===== src/rtl/eq_gain_scheduler.sv =====
// eq_gain_scheduler: per-band target/applied gain store. Gain-set requests update
// the target immediately; changed bands are pushed to the DSP coefficient port
// only in the pass that follows a sample-frame pulse.
// Optional macro GAIN_RAMP_EN: each write moves the applied gain one step toward
// the target instead of jumping straight to it.
module eq_gain_scheduler #(
    parameter int NBAND = 7,
    parameter int GW    = 16,
    parameter int GMAX  = 12,
    parameter int GMIN  = -12
) (
    input  logic                 i_clk,
    input  logic                 i_rst,
    input  logic                 i_req,
    input  logic [2:0]           i_band,
    input  logic signed [GW-1:0] i_gain,
    output logic                 o_req_err,
    input  logic                 i_frame,
    output logic                 o_wr_en,
    output logic [2:0]           o_wr_band,
    output logic signed [GW-1:0] o_wr_gain,
    input  logic                 i_wr_ready,
    output logic [NBAND-1:0]     o_dirty,
    output logic                 o_busy,
    output logic                 o_overrun,
    input  logic [2:0]           i_rd_band,
    output logic signed [GW-1:0] o_rd_gain
);

    localparam logic [3:0]           NB4    = 4'(NBAND);
    localparam logic [2:0]           LAST   = 3'(NBAND - 1);
    localparam logic signed [GW-1:0] GMAX_W = GW'(GMAX);
    localparam logic signed [GW-1:0] GMIN_W = GW'(GMIN);
    localparam logic signed [GW-1:0] ONE_W  = GW'(1);

    typedef enum logic [1:0] {S_IDLE, S_SCAN, S_WRITE} state_t;

    state_t                r_state, w_state_nxt;
    logic [2:0]            r_ptr, w_ptr_nxt;
    logic                  r_wr_en, w_wr_en_nxt;
    logic [2:0]            r_wr_band, w_wr_band_nxt;
    logic signed [GW-1:0]  r_wr_gain, w_wr_gain_nxt;
    logic                  w_commit;

    logic signed [GW-1:0]  r_tgt [NBAND];
    logic signed [GW-1:0]  r_cur [NBAND];
    logic                  r_req_err;
    logic                  r_overrun;
    logic signed [GW-1:0]  r_rd_gain;

    logic                  w_band_ok;
    logic                  w_req_ok;
    logic signed [GW-1:0]  w_clamped;
    logic signed [GW-1:0]  w_next_gain;

    assign w_band_ok = ({1'b0, i_band} < NB4);
    assign w_req_ok  = i_req && w_band_ok;

    // Signed clamp of the requested gain into [GMIN, GMAX]
    always_comb begin
        w_clamped = i_gain;
        if (i_gain > GMAX_W)
            w_clamped = GMAX_W;
        else if (i_gain < GMIN_W)
            w_clamped = GMIN_W;
    end

    // Dirty vector: target and applied gain differ
    always_comb begin
        o_dirty = '0;
        for (int unsigned b = 0; b < NBAND; b++)
            o_dirty[b] = (r_tgt[b] != r_cur[b]);
    end

    // Value to write for the band under the pointer
    always_comb begin
`ifdef GAIN_RAMP_EN
        if (r_tgt[r_ptr] > r_cur[r_ptr])
            w_next_gain = r_cur[r_ptr] + ONE_W;
        else
            w_next_gain = r_cur[r_ptr] - ONE_W;
`else
        w_next_gain = r_tgt[r_ptr];
`endif
    end

    // Next-state logic for the frame pass and the write port
    always_comb begin
        w_state_nxt   = r_state;
        w_ptr_nxt     = r_ptr;
        w_wr_en_nxt   = r_wr_en;
        w_wr_band_nxt = r_wr_band;
        w_wr_gain_nxt = r_wr_gain;
        w_commit      = 1'b0;
        case (r_state)
            S_IDLE: begin
                if (i_frame && (|o_dirty)) begin
                    w_ptr_nxt   = '0;
                    w_state_nxt = S_SCAN;
                end
            end
            S_SCAN: begin
                if (o_dirty[r_ptr]) begin
                    w_wr_en_nxt   = 1'b1;
                    w_wr_band_nxt = r_ptr;
                    w_wr_gain_nxt = w_next_gain;
                    w_state_nxt   = S_WRITE;
                end else if (r_ptr == LAST) begin
                    w_state_nxt = S_IDLE;
                end else begin
                    w_ptr_nxt = r_ptr + 3'd1;
                end
            end
            S_WRITE: begin
                if (r_wr_en && i_wr_ready) begin
                    w_commit    = 1'b1;
                    w_wr_en_nxt = 1'b0;
                    if (r_ptr == LAST) begin
                        w_state_nxt = S_IDLE;
                    end else begin
                        w_ptr_nxt   = r_ptr + 3'd1;
                        w_state_nxt = S_SCAN;
                    end
                end
            end
            default: w_state_nxt = S_IDLE;
        endcase
    end

    // FSM state, pointer and write-port registers
    always_ff @(posedge i_clk) begin
        if (i_rst) begin
            r_state   <= S_IDLE;
            r_ptr     <= '0;
            r_wr_en   <= 1'b0;
            r_wr_band <= '0;
            r_wr_gain <= '0;
        end else begin
            r_state   <= w_state_nxt;
            r_ptr     <= w_ptr_nxt;
            r_wr_en   <= w_wr_en_nxt;
            r_wr_band <= w_wr_band_nxt;
            r_wr_gain <= w_wr_gain_nxt;
        end
    end

    // Gain storage: targets from requests, applied gains from accepted writes
    always_ff @(posedge i_clk) begin
        if (i_rst) begin
            for (int unsigned b = 0; b < NBAND; b++) begin
                r_tgt[b] <= '0;
                r_cur[b] <= '0;
            end
        end else begin
            if (w_req_ok)
                r_tgt[i_band] <= w_clamped;
            if (w_commit)
                r_cur[r_ptr] <= r_wr_gain;
        end
    end

    // Status pulses and registered readback
    always_ff @(posedge i_clk) begin
        if (i_rst) begin
            r_req_err <= 1'b0;
            r_overrun <= 1'b0;
            r_rd_gain <= '0;
        end else begin
            r_req_err <= i_req && !w_band_ok;
            r_overrun <= i_frame && (r_state != S_IDLE);
            r_rd_gain <= ({1'b0, i_rd_band} < NB4) ? r_cur[i_rd_band] : '0;
        end
    end

    assign o_wr_en   = r_wr_en;
    assign o_wr_band = r_wr_band;
    assign o_wr_gain = r_wr_gain;
    assign o_busy    = (r_state != S_IDLE);
    assign o_req_err = r_req_err;
    assign o_overrun = r_overrun;
    assign o_rd_gain = r_rd_gain;

endmodule


===== config.mk =====
export PLATFORM = sky130hd
export DESIGN_NAME = eq_gain_scheduler
export DESIGN_NICKNAME = d
export VERILOG_FILES = /design/src/rtl/eq_gain_scheduler.sv
export SDC_FILE = /design/constraint.sdc
export NUM_CORES = 1
export LEC_CHECK = 0
export CAP_MARGIN = 20
export CORE_UTILIZATION = 45
export DETAILED_ROUTE_END_ITERATION = 10
export PLACE_DENSITY = 0.7
export SYNTH_ARGS = -nofsm -noshare
export SYNTH_HDL_FRONTEND = slang
export SYNTH_SLANG_ARGS = --single-unit

===== constraint.sdc =====
create_clock -name i_clk -period 7.15 [get_ports i_clk]
set_clock_uncertainty 0.05 [all_clocks]
set_input_delay 0.715 -clock i_clk [delete_from_list [all_inputs] [get_ports i_clk]]
set_output_delay 0.715 -clock i_clk [all_outputs]
set_load 0.02 [all_outputs]

==> metrics <==
DP HPWL=28200 um; Initial Util=between 40 and 50%; Async SR Flop Fraction=0%; Fillers=between 2k and 3k; # hold bufs at CTS=0; Least-Margin Pin Slew=roughly 1 ns; RSZ-0062 raised after global routing=no; core area=30500 sq um; Die Ht=approximately 180 um; Final Setup Violations=0; TritonCTS clock tree=built; layout cells sized above 1=~13%; Synth top cells by count=edfxtp_1, nor2_1, xor2_1; post-CTS sizing=0; Tmin final=around 3.5 ns; number of global-route vias before repair=8812; Root Buffer=clkbuf_16; critical path cell sequence=xor2_1 -> nor4_1 -> nand4_1 -> clkdlybuf4s50_1; post-synth cell types=between 50 and 60; final worst path period share=49.6%; crit start category=register; GRT Util Overall=around a quarter; Clock Pin Slew Worst Setup and Hold Paths=approximately 0.06 ns; r2r endpoint=r_cur[1][14]; footprint of the multi-input gates=roughly 5300 sq um; r2r setup slk=between 3 and 4 ns; final hold violations=0; number of diodes=0; VDD IR max=between 0.00015 and 0.0002 V; worst-path fanout max=3; cells after synthesis=1082; DRT Pass-1 Iters=6; initial antenna violation count=0; cell taking the most area after synthesis=edfxtp_1; IO Pins=73; Area Growth Syn to Fin=15.2%; # DRC=0; Mapped Avg Cell Area=12.9 sq um; gp weighted congestion=0.957; total CTS buffers=30; Die Footprint=roughly 32000 sq um; max cap viols=0; Peak Freq=~280 MHz; largest net degree at the start of global routing=between 40 and 50; hold path depth=2; I/O Buffers=72; Reg area=just over 8000 sq um; r2r startpoint=r_ptr[0]; H-tree depth=1; number of synthesized flops with an enable pin=about 220; CP Capture Type=output port; max_slew headroom=between 30% and 40%; num rows=64; Leak=0.00600 uW; Sink Count=approximately 300; dpl ws=about 3.2 ns; Worst Path Required=between 6 and 7 ns; fin nets=approximately 1.2k; register area share after synthesis=59.1%; top-count cell post-synth=edfxtp_1; power per cell area=~290 nW/um^2; chip width=around 180 um; Hold/Removal Path Class=reg2reg; vias per inst=about 6.0; post-CTS setup buffers=0; final WL=between 40000 and 50000 um; Worst path slowest cell=clkdlybuf4s50_1; Yosys warnings=0; Slew Limit Fails=0; global-route wire length before repair=57300 um; Longest Clk Path Bufs=3; initial drt markers=approximately 1.3k; Setup WS post-layout=3.60 ns; Critical path origin=r_tgt[3][13]; wire per inst=25.4 um; WP data arrival=2.78 ns; Detail Route Antenna Nets=0; CP peak stage delay=0.65 ns; status=finished clean; Clock Latency Late Sink=~0.57 ns; crit path kind=reg2out; Setup TNS Final=0 ns; Synth top area share=around half; Setup crit end=o_dirty[3]; final core utilization=52.6%; global route overflow=0; Reg2Reg Depth=5; Mapped Area=about 14000 sq um; Most used DFF post-synth=edfxtp_1; vias after detailed routing=roughly 9.4k; synth top area cells=edfxtp_1, dfxtp_1, mux4_2, xor2_1, nor2_1; count of state elements after synthesis=~300
-- layer usage --
layer	GRT usage, %	routed length [um]
met3	4.88	4380
met5	0	0
met2	39.6	18400
met1	36.8	16400
met4	7.09	1050
-- layout make-up --
class	count	share of cell area [%]
inverter	47	1.19
sequential	299	51.3
timing repair buffer	86	5.18
clock buffer	46	5.49
tap	396	3.09
multi-input combinational	696	33.2
clock inverter	10	0.561
-- per-stage QoR --
stage | instances | area, sq um | power (uW) | hold WS (ns)
after global routing | 1580 | 16000 | 4750 | 0.481
after CTS | 1579 | 16000 | 4600 | 0.442
after floorplan | 1097 | 14000 | 2720 | 0.436
final | 1580 | 16000 | 4610 | 0.440
after global placement | 1523 | 15000 | 3050 | 0.426
after detailed placement | 1523 | 15000 | 3070 | 0.434
-- power breakdown --
group	switching (uW)	internal, uW	leakage [uW]
combinational	556	402	0.00273
clock	669	883	0.000480
sequential	118	1990	0.00279
total	1340	3270	0.00600
-- sequential cells by signal (all words and copies together), names as in the netlist --
| register | cells |
|---|---|
| r_cur | 128 |
| o_req_err | 1 |
| r_tgt | 128 |
| r_ptr | 3 |
| o_wr_gain | 16 |
| o_wr_en | 1 |
| o_rd_gain | 16 |
| o_wr_band | 3 |
| r_state | 2 |
| o_overrun | 1 |
-- critical path: cells and delay by family, from the launching register on --
family,cells,cell delay (ns)
flops,1,0.45
buf+inv,1,0.65
xor+xnor,1,0.19
simple gates,2,0.92
-- placed cells by master (no fill, tap or decap), types with 3 or more instances in the layout --
cell type,count
a21oi_1,56
a311oi_1,16
a41oi_1,3
and2_1,32
buf_2,3
buf_4,13
clkbuf_1,9
clkbuf_16,30
clkbuf_8,7
clkdlybuf4s50_1,69
clkinv_2,6
conb_1,16
dfxtp_1,73
edfxtp_1,224
ha_1,7
inv_1,45
mux2i_1,32
mux4_2,62
nand2_1,43
nand3_1,8
nand4_1,8
nor2_1,205
nor3_1,6
nor4_1,22
nor4_2,9
o21ai_0,3
o21ai_1,14
or2_2,5
xor2_1,112
-- cell families (layout without fill, tap and decap cells) --
| family | after synthesis | after routing | share of synthesized area, % |
|---|---|---|---|
| multiplexers | 97 | 97 | 12.8 |
| XOR/XNOR | 112 | 112 | 7.05 |
| buffers and inverters | 102 | 189 | 3.20 |
| adder cells (fa/ha/maj) | 7 | 7 | 0.629 |
| flip-flops | 299 | 299 | 59.1 |
| AO/OA/AOI/OAI | 113 | 113 | 5.35 |
| other | 1 | 16 | 0.0269 |
| AND/OR/NAND/NOR | 351 | 351 | 11.9 |
-- how the worst min path moves through the flow --
stage                            start      endpoint
after floorplan            r_cur[6][0]   r_cur[6][0]
after global placement    o_wr_band[2]  o_wr_band[2]
after detailed placement  o_wr_band[1]  o_wr_band[1]
after CTS                 o_wr_band[1]  o_wr_band[1]
after global routing       r_cur[6][7]   r_cur[6][7]
final                     o_wr_band[1]  o_wr_band[1]
Power figures use the tool's default switching activity.
